===== src/rtl/wvfm_loader_if.sv =====
// wvfm_loader_if: groups the host byte stream (valid/ready) and the LUT
// write port (we/addr/din), together with the write-port grant, into one
// bundle.
//
//   in_valid  host -> loader   stream byte valid
//   in_data   host -> loader   stream byte
//   in_ready  loader -> host   loader accepts in_data this cycle
//   wr_allow  pipe -> loader   LUT write port granted this cycle
//   we        loader -> LUT    write enable
//   addr      loader -> LUT    write address
//   din       loader -> LUT    write data
//
// Modports:
//   master  host/LUT side (drives stream and grant, observes writes)
//   slave   loader side
interface wvfm_loader_if #(
    parameter int ABITS = 12,
    parameter int DBITS = 8
);
    logic             in_valid;
    logic [DBITS-1:0] in_data;
    logic             in_ready;
    logic             wr_allow;
    logic             we;
    logic [ABITS-1:0] addr;
    logic [DBITS-1:0] din;

    modport master (
        output in_valid, in_data, wr_allow,
        input  in_ready, we, addr, din
    );

    modport slave (
        input  in_valid, in_data, wr_allow,
        output in_ready, we, addr, din
    );
endinterface


===== src/rtl/wvfm_loader.sv =====
// wvfm_loader: writer side of the waveform LUT write port.
//
// Accepts a byte stream and writes it sequentially into the LUT starting at
// a programmed base address (wrapping modulo 2^ABITS). Payload bytes are
// only accepted while the display pipeline grants the write port. A
// trailing checksum byte is compared against the modular sum of the payload.
//
// Ports:
//   clk        system clock
//   rst_n      asynchronous active-low reset
//   start      single-cycle pulse; begins a load (only honoured in IDLE)
//   base_addr  first LUT address, sampled on an accepted start
//   length     payload byte count 0..2^ABITS, sampled on an accepted start
//   abort      cancels a load in progress
//   lut        stream + LUT write port bundle (slave side)
//   busy       FSM not in IDLE
//   done       one-cycle pulse at load completion or abort
//   err        checksum mismatch or abort; held until the next accepted start
//   sum        running modular sum of the payload bytes
module wvfm_loader #(
    parameter int ABITS = 12,
    parameter int DBITS = 8
) (
    input  logic             clk,
    input  logic             rst_n,
    input  logic             start,
    input  logic [ABITS-1:0] base_addr,
    input  logic [ABITS:0]   length,
    input  logic             abort,
    wvfm_loader_if.slave     lut,
    output logic             busy,
    output logic             done,
    output logic             err,
    output logic [DBITS-1:0] sum
);

    localparam logic [1:0] ST_IDLE  = 2'd0;
    localparam logic [1:0] ST_LOAD  = 2'd1;
    localparam logic [1:0] ST_CHECK = 2'd2;
    localparam logic [1:0] ST_DONE  = 2'd3;

    logic [1:0]       state;
    logic [1:0]       state_nxt;
    logic [ABITS-1:0] base_q;
    logic [ABITS:0]   len_q;
    logic [ABITS:0]   count;
    logic [ABITS:0]   count_inc;
    logic             in_ready_c;
    logic             xfer;
    logic             start_ok;
    logic             load_xfer;
    logic             check_xfer;
    logic             abort_ok;
    logic             we_q;
    logic [ABITS-1:0] addr_q;
    logic [DBITS-1:0] din_q;

    // Abort has priority over a transfer: ready is masked while abort is high,
    // so an abort-cycle byte is never taken.
    always_comb begin
        in_ready_c = 1'b0;
        case (state)
            ST_LOAD:  in_ready_c = lut.wr_allow;
            ST_CHECK: in_ready_c = 1'b1;
            default:  in_ready_c = 1'b0;
        endcase
        if (abort) begin
            in_ready_c = 1'b0;
        end
    end

    assign lut.in_ready = in_ready_c;
    assign lut.we       = we_q;
    assign lut.addr     = addr_q;
    assign lut.din      = din_q;

    assign xfer       = lut.in_valid & in_ready_c;
    assign start_ok   = start & (state == ST_IDLE);
    assign load_xfer  = xfer & (state == ST_LOAD);
    assign check_xfer = xfer & (state == ST_CHECK);
    assign abort_ok   = abort & ((state == ST_LOAD) | (state == ST_CHECK));
    assign count_inc  = count + 1'b1;

    always_comb begin
        state_nxt = state;
        case (state)
            ST_IDLE: begin
                if (start) begin
                    state_nxt = (length == '0) ? ST_CHECK : ST_LOAD;
                end
            end
            ST_LOAD: begin
                if (abort) begin
                    state_nxt = ST_DONE;
                end else if (load_xfer && (count_inc == len_q)) begin
                    state_nxt = ST_CHECK;
                end
            end
            ST_CHECK: begin
                if (abort || check_xfer) begin
                    state_nxt = ST_DONE;
                end
            end
            default: state_nxt = ST_IDLE;
        endcase
    end

    // busy and done are registered from the next state so they line up
    // with the state register rather than trailing it by a cycle.
    always_ff @(posedge clk or negedge rst_n) begin
        if (!rst_n) begin
            state <= ST_IDLE;
            busy  <= 1'b0;
            done  <= 1'b0;
        end else begin
            state <= state_nxt;
            busy  <= (state_nxt != ST_IDLE);
            done  <= (state_nxt == ST_DONE);
        end
    end

    always_ff @(posedge clk or negedge rst_n) begin
        if (!rst_n) begin
            base_q <= '0;
            len_q  <= '0;
            count  <= '0;
            sum    <= '0;
            err    <= 1'b0;
        end else begin
            if (start_ok) begin
                base_q <= base_addr;
                len_q  <= length;
                count  <= '0;
                sum    <= '0;
                err    <= 1'b0;
            end
            if (load_xfer) begin
                sum   <= sum + lut.in_data;
                count <= count_inc;
            end
            if (check_xfer) begin
                err <= (lut.in_data != sum);
            end
            if (abort_ok) begin
                err <= 1'b1;
            end
        end
    end

    // LUT write port: a payload transfer is written on the following cycle.
    // The address uses the pre-increment count; dropping the count MSB gives
    // the modulo-2^ABITS wrap for free.
    always_ff @(posedge clk or negedge rst_n) begin
        if (!rst_n) begin
            we_q   <= 1'b0;
            addr_q <= '0;
            din_q  <= '0;
        end else begin
            we_q <= load_xfer;
            if (load_xfer) begin
                addr_q <= base_q + count[ABITS-1:0];
                din_q  <= lut.in_data;
            end
        end
    end

endmodule


===== src/flat_wrapper.sv =====
// flat-port wrapper written by rule: the top's interface ports become plain ports
module wvfm_loader_flat 
#(
    parameter int ABITS = 12,
    parameter int DBITS = 8
)
  (clk, rst_n, start, base_addr, length, abort, busy, done, err, sum, lut_in_valid, lut_in_data, lut_wr_allow, lut_in_ready, lut_we, lut_addr, lut_din);
  wvfm_loader_if #(.ABITS(ABITS), .DBITS(DBITS)) lut_i ();
  input  logic clk;
  input  logic rst_n;
  input  logic start;
  input  logic [ABITS-1:0] base_addr;
  input  logic [ABITS:0] length;
  input  logic abort;
  output logic busy;
  output logic done;
  output logic err;
  output logic [DBITS-1:0] sum;
  input wire logic [$bits(lut_i.in_valid)-1:0] lut_in_valid;
  input wire logic [$bits(lut_i.in_data)-1:0] lut_in_data;
  input wire logic [$bits(lut_i.wr_allow)-1:0] lut_wr_allow;
  output wire logic [$bits(lut_i.in_ready)-1:0] lut_in_ready;
  output wire logic [$bits(lut_i.we)-1:0] lut_we;
  output wire logic [$bits(lut_i.addr)-1:0] lut_addr;
  output wire logic [$bits(lut_i.din)-1:0] lut_din;
  assign lut_i.in_valid = lut_in_valid;
  assign lut_i.in_data = lut_in_data;
  assign lut_i.wr_allow = lut_wr_allow;
  assign lut_in_ready = lut_i.in_ready;
  assign lut_we = lut_i.we;
  assign lut_addr = lut_i.addr;
  assign lut_din = lut_i.din;
  wvfm_loader #(.ABITS(ABITS), .DBITS(DBITS)) u_core (.clk(clk), .rst_n(rst_n), .start(start), .base_addr(base_addr), .length(length), .abort(abort), .lut(lut_i), .busy(busy), .done(done), .err(err), .sum(sum));
endmodule

===== config.mk =====
export PLATFORM = sky130hd
export DESIGN_NAME = wvfm_loader_flat
export DESIGN_NICKNAME = d
export VERILOG_FILES = /design/src/rtl/wvfm_loader_if.sv /design/src/rtl/wvfm_loader.sv /design/src/flat_wrapper.sv
export SDC_FILE = /design/constraint.sdc
export NUM_CORES = 1
export LEC_CHECK = 0
export BUFFER_PORTS_ARGS = -buffer_cell sky130_fd_sc_hd__buf_2
export CAP_MARGIN = 30
export CORE_MARGIN = 4
export CORE_UTILIZATION = 30
export CTS_CLUSTER_SIZE = 16
export DETAILED_ROUTE_END_ITERATION = 12
export SYNTH_ARGS = -nofsm -noshare
export SYNTH_HDL_FRONTEND = slang
export SYNTH_SLANG_ARGS = --single-unit
export TNS_END_PERCENT = 30

===== constraint.sdc =====
create_clock -name clk -period 2.6 [get_ports clk]
set_input_delay 0.26 -clock clk [delete_from_list [all_inputs] [get_ports clk]]
set_output_delay 0.26 -clock clk [all_outputs]
set_load 0.02 [all_outputs]

==> run summary <==
DRT antenna net count: 0
P_int: 3.27 mW
Ant. Diodes: 0
Worst IR Drop VDD: 363 uV
CTS root buf: clkbuf_16
Number of synthesized flops with an enable pin: 0
Reg clk slew, reported paths: 0.06 ns
Core Rows: 42
First-pass GRT wire length: 17600 um
Switching pwr: 1.97 mW
Critical Path AT: 2.78 ns
Vias per cell: 5.07
Net count, final: 566
Chip Height: 126 um
Critical path's slowest cell: a21oi_1
Worst-Skew Late Latency: 0.34 ns
Mux cell area share after synthesis: 7.01%
Final setup vio count: 0
IO Port Bufs: 71
Initial Util: 31.0%
Netlist Area Pre-Place: 4160 sq um
Gr ovfl total: 0
Final hold vios: 0
LEAKAGE: 2.42 nW
Synthesized area per cell: 9.67 sq um
DR WL/cell: 15.5 um
Max-slew headroom: 34.2%
Max Cap Viol: 0
DP HPWL: 7750 um
Seq pwr share: 35.3%
Final period util: 98.1%
Clock skew: 0.00646 ns
GP Congestion: 0.837
P per Cell Area: 1030 nW/um^2
Critical path type: flop to flop
Met3 WL: 579 um
I/O pin count: 72
Hold crit path type: input port to flop
Synth warn: 0
Worst-path cell chain: buf_4, ha_1, or4b_4, clkinv_4, buf_4, a21oi_1, o21ai_0, o21ai_0
Hold Slack: 0.134 ns
WP data required: 2.83 ns
Startpoint types: flop
CTS tree: built
Post-synth ARST share: 100%
Total track usage: 13.7%
Core Area: 13400 sq um
Number of detailed-route iterations in the first pass: 4
Syn Inst Count: 430
Total CTS buffers: 9
Top cells by area, synth: dfrtp_1 43%, ha_1 6.9%, mux2_2 6.8%, nand2_1 5.4%, o21ai_0 5.2%
Post-route met1 wirelength: 4690 um
Final Instance Count excl. Fillers: 683
Gate power share: 40.2%
Clock sink count: 72
Final Util: 38.1%
Cell taking the most area after synthesis: dfrtp_1
Die Wd: 126 um
Tmin final: 2.55 ns
Post-synth top area share: 43.3%
Status: finished clean
Worst-case clock buffer depth: 2
Post-synthesis simple-gate area fraction: 17.6%
Compound-cell area share of the yosys netlist: 14.1%
Metal2 WL: 5130 um
Main combinational cell family by area after synthesis: simple AND/OR/NAND/NOR gates
DP Cell Count: 666
Initial antenna violation count: 0
Synth Area in Adders: 7.89%
Largest net degree at the start of global routing: 60
Sw frac: 37.7%
Die Area: 15800 sq um
Fmax: 0.392 GHz
Most used DFF post-synth: dfrtp_1
Max incr delay on CP: 0.76 ns
Seq/Total Area, Yosys: 43.3%
Synthesis-to-layout area growth: 22.8%
CP endpoint kind: flop
Post-synthesis xor/xnor area fraction: 6.86%
1st-iter DRT viols: 191
Vias in the first global route: 3514
Netlist cell types: 52
Seq cells post-synth: 72
Slew Viols, Final: 0
CTS H-tree lvls: 3
Highest Signal Layer: met4
Via count: 3464
Final WL: 10600 um
Layout cell share with drive strength beyond 1: 27.0%
Clock Power Share: 24.5%
Worst-Margin Slew: 0.987 ns
Post-synth net total: 494
Drt drc: 0
Crit Path Max Fanout: 12
## cells in the final DEF, fill, tap and decap left out, types with 4 or more instances in the layout
master	instances
and3_1	5
o31ai_1	7
buf_4	4
o21ai_0	42
nand3_1	16
xor2_1	13
xnor2_1	17
nand2_1	60
a21oi_1	16
nor3_1	7
a211oi_1	4
buf_2	71
nor2_1	28
ha_1	22
mux2_2	25
inv_1	13
clkbuf_16	9
or3_1	4
dfrtp_1	72
## power by group through the flow
stage                     sequential, mW  combinational (mW)  clock (mW)
final                               1.85                2.11        1.28
after global placement              1.85                2.00           0
after CTS                           1.85                2.11        1.30
after floorplan                     2.02                1.27           0
after global routing                1.91                2.36        1.35
after detailed placement            1.87                2.07           0
## final timing paths
kind | from | to | slack (ns) | cells past startpoint
max | u_core.state[0]$_DFF_PN0_ | u_core.count[8]$_DFFE_PN0P_ | 0.05 | 8
min | lut_in_data[4] | u_core.lut.din[4]$_DFFE_PN0P_ | 0.13 | 3
max reg2reg | u_core.state[0]$_DFF_PN0_ | u_core.count[8]$_DFFE_PN0P_ | 0.05 | 8
min reg2reg | u_core.lut.din[1]$_DFFE_PN0P_ | u_core.lut.din[1]$_DFFE_PN0P_ | 0.47 | 2
max in group asynchronous | rst_n | u_core.base_q[7]$_DFFE_PN0P_ | 1.45 | 3
min in group asynchronous | rst_n | u_core.lut.din[3]$_DFFE_PN0P_ | 0.48 | 2
## cells in the mapped netlist, drive strengths merged, types with 2 or more instances
library cell / count
mux2: 25
xnor2: 17
dfrtp: 72
nor4: 5
a211oi: 4
xor2: 13
nand4: 5
and2: 2
and3: 6
a21oi: 17
nand3: 16
nand2b: 2
o41ai: 4
inv: 13
o31ai: 7
o211ai: 3
or4: 3
o21bai: 3
a21o: 3
or2: 4
nor2b: 3
nand2: 60
a31oi: 2
nor2: 28
o21ai: 43
o21a: 3
clkbuf: 13
nor3: 8
or3: 4
buf: 4
fa: 2
ha: 23
## flip-flops by register name (all words and copies together), names as in the netlist
signal / flops
u_core.len_q: 13
u_core.lut.we: 1
u_core.base_q: 12
u_core.busy: 1
u_core.lut.addr: 12
u_core.sum: 8
u_core.done: 1
u_core.state: 2
u_core.lut.din: 8
u_core.count: 13
u_core.err: 1
## timing repair
| item | 4_1_cts | 5_1_grt |
|---|---|---|
| gates resized for setup | 3 | 7 |
| buffers inserted | 0 | 0 |
| pin swaps | 2 | 0 |
| endpoints found under the setup margin | 2 | 6 |
| hold buffers | 1 | 0 |
| endpoints found under the hold margin | 27 | 0 |
## layer usage
metal / up-vias / global-route usage [%]
met4: 0 / 4.27
li1: 1681 / -
met5: - / 0
met2: 87 / 22.3
met3: 22 / 4.19
met1: 1674 / 17.4
## worst max-delay path: cells and delay by family (launching register included)
family / cells / cell delay [ns]
AO/OA/AOI/OAI: 3 / 1.17
flip-flops: 1 / 0.38
buffers and inverters: 3 / 0.36
adder cells (fa/ha/maj): 1 / 0.27
AND/OR/NAND/NOR: 1 / 0.25
## cell type report
cell class              instances  area [sq um]
clock buffers                  11           253
clock inverters                 5          55.1
fillers                      1335          8300
inverters                      14          57.6
multi-input cells             327          2280
flip-flops and latches         72          1800
well taps                     176           220
repair buffers                 78           435
## kinds of logic (layout without fill, tap and decap cells)
family | after synthesis | after routing
DFF | 72 | 72
and+or+nand+nor | 149 | 149
adders and majority gates | 25 | 25
xor gates and xnor gates | 31 | 31
AOI/OAI and AO/OA | 96 | 96
muxes | 26 | 26
buffers and inverters | 31 | 108
## through the flow
stage	setup TNS, ns	area, sq um	power [mW]	setup slack (ns)
floorplan	0	4160	3.29	0.251
global placement	0	4730	3.86	0.0778
finish	0	5100	5.24	0.0481
CTS	0	5060	5.26	0.0461
global route	-0.0732	5100	5.62	-0.0732
detailed placement	-0.0309	4730	3.94	-0.0309
(Power assumes the default switching activity.)
